### config.mk
export PLATFORM = sky130hd
export DESIGN_NAME = sound_cmd_latch
export DESIGN_NICKNAME = d
export VERILOG_FILES = /design/src/rtl/sound_cmd_latch.sv
export SDC_FILE = /design/constraint.sdc
export NUM_CORES = 1
export LEC_CHECK = 0
export BUFFER_PORTS_ARGS = -buffer_cell sky130_fd_sc_hd__buf_2
export CAP_MARGIN = 20
export CORE_UTILIZATION = 30
export DETAILED_ROUTE_END_ITERATION = 10
export RECOVER_POWER = 25
export SYNTH_ARGS = -nofsm -noshare
export SYNTH_HDL_FRONTEND = slang
export SYNTH_SLANG_ARGS = --single-unit
### constraint.sdc
create_clock -name CLK48M -period 6.25 [get_ports CLK48M]
set_input_delay 0.625 -clock CLK48M [delete_from_list [all_inputs] [get_ports CLK48M]]
set_output_delay 0.625 -clock CLK48M [all_outputs]
set_load 0.01 [all_outputs]
### src/rtl/sound_cmd_latch.sv
// Main-to-sound CPU command latch: edge-detected byte FIFO with NMI on each
// accepted push, a free-running periodic IRQ and a status byte.
module sound_cmd_latch #(
  parameter int DEPTH   = 4,
  parameter int NMI_LEN = 64,
  parameter int IRQ_DIV = 200000
) (
  input  logic       CLK48M,
  input  logic       RESET,
  input  logic       SNDRQ,
  input  logic [7:0] CPUDO,
  input  logic       SCPU_CS,
  input  logic       SCPU_RD,
  input  logic       SIRQ_ACK,
  output logic [7:0] SCMD,
  output logic       SNMI,
  output logic       SIRQ,
  output logic [7:0] SSTAT
);
  localparam int AW = $clog2(DEPTH);
  localparam int NW = $clog2(NMI_LEN + 1);
  localparam int IW = $clog2(IRQ_DIV);

  logic             sndrq_q, push_pend;
  logic [7:0]       wdata_q;
  logic             acc, acc_q, pop_pend;
  logic [7:0]       mem [DEPTH];
  logic [AW-1:0]    wptr, rptr;
  logic [AW:0]      count;
  logic             ovf;
  logic [NW-1:0]    nmi_cnt;
  logic [IW-1:0]    irq_cnt;
  logic             wrap_q, sirq_q;
  logic [7:0]       scmd_q;
  logic             full, empty, do_push, do_pop;

  assign acc     = SCPU_CS & SCPU_RD;
  assign full    = (count == (AW+1)'(DEPTH));
  assign empty   = (count == '0);
  assign do_pop  = pop_pend & ~empty;
  // A pop in the same cycle frees a slot, so a full FIFO still accepts.
  assign do_push = push_pend & (~full | do_pop);

  // Edge detectors: strobes are registered, so each fires the cycle after
  // the qualifying sample; push data is captured from the first-high sample.
  always_ff @(posedge CLK48M or posedge RESET) begin
    if (RESET) begin
      sndrq_q   <= 1'b0;
      push_pend <= 1'b0;
      wdata_q   <= 8'h00;
      acc_q     <= 1'b0;
      pop_pend  <= 1'b0;
    end else begin
      sndrq_q   <= SNDRQ;
      push_pend <= SNDRQ & ~sndrq_q;
      if (SNDRQ & ~sndrq_q) wdata_q <= CPUDO;
      acc_q     <= acc;
      pop_pend  <= acc_q & ~acc;
    end
  end

  always_ff @(posedge CLK48M) begin
    if (do_push) mem[wptr] <= wdata_q;
  end

  always_ff @(posedge CLK48M or posedge RESET) begin
    if (RESET) begin
      wptr  <= '0;
      rptr  <= '0;
      count <= '0;
      ovf   <= 1'b0;
    end else begin
      if (do_push) wptr <= wptr + AW'(1);
      if (do_pop)  rptr <= rptr + AW'(1);
      case ({do_push, do_pop})
        2'b10:   count <= count + (AW+1)'(1);
        2'b01:   count <= count - (AW+1)'(1);
        default: count <= count;
      endcase
      if (do_pop)                          ovf <= 1'b0;
      else if (push_pend && full)          ovf <= 1'b1;
    end
  end

  always_ff @(posedge CLK48M or posedge RESET) begin
    if (RESET) scmd_q <= 8'hFF;
    else       scmd_q <= empty ? 8'hFF : mem[rptr];
  end

  always_ff @(posedge CLK48M or posedge RESET) begin
    if (RESET)                nmi_cnt <= '0;
    else if (do_push)         nmi_cnt <= NW'(NMI_LEN);
    else if (nmi_cnt != '0)   nmi_cnt <= nmi_cnt - NW'(1);
  end

  // SIRQ rises one cycle after the counter wraps; a coincident ack loses.
  always_ff @(posedge CLK48M or posedge RESET) begin
    if (RESET) begin
      irq_cnt <= '0;
      wrap_q  <= 1'b0;
      sirq_q  <= 1'b0;
    end else begin
      irq_cnt <= (irq_cnt == IW'(IRQ_DIV - 1)) ? '0 : irq_cnt + IW'(1);
      wrap_q  <= (irq_cnt == IW'(IRQ_DIV - 1));
      sirq_q  <= wrap_q | (sirq_q & ~SIRQ_ACK);
    end
  end

  assign SCMD  = scmd_q;
  assign SNMI  = (nmi_cnt != '0);
  assign SIRQ  = sirq_q;
  assign SSTAT = {ovf, 4'b0000, empty, full, SNMI};
endmodule

==> impl_results.md <==
- Relative slew slack: -96.9%
- Syn. warnings: 0
- CP Cell Sequence: buf_2 -> clkinv_1 -> clkbuf_1
- Dpl hpwl: ~4 mm
- Period utilisation layout: between 40 and 50%
- Nets: roughly 320
- Post-synthesis async set-or-reset flop share: approximately 63%
- CP max FO: 55
- Num CTS Buffers: 9
- CP peak stage delay: 2.07 ns
- Final Max Tran Viols: 56
- # diodes: 0
- Die width: 113 um
- Hold Crit Class: input port to flop
- Slew @ Worst Pin: just under 3 ns
- Core Footprint: 12000 um^2
- VDD IR-drop max: roughly 0.16 mV
- Critical hold path startpoint: SNDRQ
- R2R Path Start: count[2]$_DFFE_PP0P_
- Total clock sinks: just under 90
- Port-buffer cells: 27
- Clk Tree Root Cell: clkbuf_16
- Maximum clock insertion buffer count: 2
- Full die area: 12800 um^2
- Worst Hold Path EP: sndrq_q$_DFF_PP0_
- Syn avg cell area: between 10 and 15 um^2
- Reg clk slew, reported paths: roughly 0.060 ns
- Unrepaired setup endpoints after global routing: no
- Post-CTS Resized: 0
- Vias in the first global route: approximately 2200
- Area growth, synth to finish: 13.5%
- R2r setup slk: around 4.0 ns
- FP Rows: 40
- Fraction of layout cells with a size suffix above 1: 26.7%
- Pre-CTS WS: 3.77 ns
- FF+latch count, synth: 87
- Largest net degree at the start of global routing: 56
- GPL Wtd Cong: approximately 0.75
- CP Data Arrival Time: about 2.9 ns
- Ports: 32
- CP endpoint kind: async pin
- H-tree levels: 3
- Max Cap Violations: 1
- CP max stage cell: clkbuf_1
- CTS tree: done
- Hold Path Stages: 1
- Detailed-route wire length: 6.15 mm
- Cells after Synth: 271
- # fillers: between 1000 and 1500
- All-Layer GR Usage: 11.0%
- Post-synthesis sequential area ratio: 63.3%
- Final min period: 3.06 ns
- CP Launch Type: input port
- Post-DR wirelength/cell: 13.7 um
- DRT Pass-1 Iters: 4
- Buffer count from post-CTS setup fixing: 0
- Worst EP required: roughly 6.1 ns
- Synth Flop Type: dfrtp_1
- Post-DRT Antenna Nets: 0
- Reg2reg path depth: 7
- Area of the multi-input gates: between 1000 and 1500 um^2
- Worst reg2reg path endpoint: count[1]$_DFFE_PP0P_
- CTS Hold Bufs: 0
- First-pass GRT wire length: roughly 11 mm
- LEAKAGE: 1.72 nW
- Status: finished with violations
- Reg area: approximately 2300 um^2
- Total power: between 1.5 and 2 mW
- GR Overflow Total: 0
- TNS Setup: 0 ns
- Initial antenna violation count: 0
- Via count: around 2100
- Initial core utilization: between 30% and 40%
- First DRT Iteration DRCs: 117
- EDFF count, synth: 32
- Peak Freq: 0.327 GHz
- Fin worst setup slack: roughly 3.2 ns
- DR DRC count: 0
- Crit Path Class: input port to async pin
- Count of different cell masters after synthesis: between 50 and 60
- Cell Pwr Density: around 400 nW/um^2
- Post-Syn Area: between 3000 and 4000 um^2
- Setup Skew: around 0.0088 ns
- Worst-Skew Late Latency: roughly 0.34 ns
- Setup-failing EPs final: 0
- Die height: 113 um
- Vias per cell: around 4.7
- Final hold violation count: 0
- Failing checks: max-capacitance violations, max-slew violations
## state kept, by name, summed over array words and instances, names as in the netlist
| register | count |
|---|---|
| SCMD | 8 |
| SIRQ | 1 |
| acc_q | 1 |
| count | 3 |
| irq_cnt | 18 |
| mem | 32 |
| nmi_cnt | 7 |
| ovf | 1 |
| pop_pend | 1 |
| push_pend | 1 |
| rptr | 2 |
| sndrq_q | 1 |
| wdata_q | 8 |
| wptr | 2 |
| wrap_q | 1 |
## per-layer routing
metal	vias up	part of all wire [%]	wire, um	GRT usage [%]
met5	-	0	0	0
met4	0	2.1	132	5.79
li1	999	-	-	-
met2	27	51	3110	18.2
met3	11	3.5	218	3.11
met1	1046	44	2680	13.0
## worst max path at each step
| stage | endpoint | slack, ns | from |
|---|---|---|---|
| floorplan | SSTAT[0] | 3.89 | nmi_cnt[0]$_DFFE_PP0P_ |
| global placement | SNMI | 3.82 | nmi_cnt[0]$_DFFE_PP0P_ |
| detailed placement | SNMI | 3.77 | nmi_cnt[0]$_DFFE_PP0P_ |
| CTS | SNMI | 3.40 | nmi_cnt[0]$_DFFE_PP0P_ |
| global route | count[1]$_DFFE_PP0P_ | 2.37 | RESET |
| finish | wdata_q[3]$_DFFE_PP0P_ | 3.19 | RESET |
## power breakdown
group | switching, mW | internal, mW | leakage [nW]
sequential | 0.0956 | 0.724 | 0.967
clock | 0.216 | 0.271 | 0.129
combinational | 0.178 | 0.199 | 0.624
## cell usage in the layout, fill, tap and decap left out, types with 2 or more instances in the layout
cell type / count
a21oi_1: 8
a31o_2: 2
and2_1: 5
and3_1: 4
and4_1: 2
buf_2: 27
clkbuf_1: 4
clkbuf_16: 9
clkinv_1: 2
clkinv_4: 2
conb_1: 4
dfrtp_1: 47
dfstp_2: 8
edfxtp_1: 32
ha_1: 6
inv_1: 13
mux2_2: 10
mux4_2: 8
nand2_1: 8
nand2b_1: 5
nand3_1: 6
nand4_1: 5
nor2_1: 16
nor2b_1: 3
nor3_1: 4
o21ai_0: 3
or2_2: 9
or3_1: 3
xnor2_1: 12
xor2_1: 8
## Yosys cell counts, types with 2 or more instances
cell type  number  area share (%)
or2_2           9             1.5
a31o_2          2            0.47
inv_1          14             1.4
dfstp_2         8             5.7
and3_1          4            0.67
mux2_2         10             3.0
clkbuf_1        7            0.71
buf_2           2            0.27
buf_4           8             1.6
and4_1          2            0.47
nand2_1         8            0.81
dfrtp_1        47              32
or3_1           3            0.51
o21ai_0         3            0.40
edfxtp_1       32              26
xnor2_1        12             2.8
nor3_1          4            0.54
nor2_1         16             1.6
xor2_1          8             1.9
mux4_2          8             4.9
nor2b_1         3            0.51
nand4_1         5            0.84
a21oi_1         8             1.1
nand2b_1        5            0.84
ha_1            6             2.0
and2_1          6             1.0
nand3_1         6            0.81
## per-stage QoR
stage / area (um^2) / hold slack (ns) / std cells / utilization (%)
after global routing: 4210 / 0.396 / 447 / 35.1
final: 4210 / 0.403 / 447 / 35.1
after global placement: 3950 / 0.409 / 431 / 32.9
after CTS: 4220 / 0.394 / 447 / 35.1
after detailed placement: 3950 / 0.412 / 431 / 32.9
after floorplan: 3720 / 0.404 / 274 / -
## cells by family after synthesis
group | Yosys count | synth area share (%)
flip-flops | 87 | 63.3
multiplexers | 18 | 7.89
AND/OR/NAND/NOR | 80 | 12.5
other | 1 | 0.101
buffers and inverters | 32 | 4.11
adder cells (fa/ha/maj) | 7 | 2.56
XOR/XNOR | 20 | 4.72
AO/OA/AOI/OAI | 26 | 4.86
## worst max-delay path: cells and delay by family
| kind | cells | cell delay (ns) |
|---|---|---|
| buffers and inverters | 3 | 2.20 |
## final cells by class
type | count | share of cell area (%)
Tap cell | 147 | 4.37
Sequential cell | 87 | 55.7
Multi-Input combinational cell | 155 | 29.0
Inverter | 14 | 1.25
Clock buffer | 12 | 5.61
Clock inverter | 4 | 0.713
Timing Repair Buffer | 28 | 3.30
(Power assumes the default switching activity.)
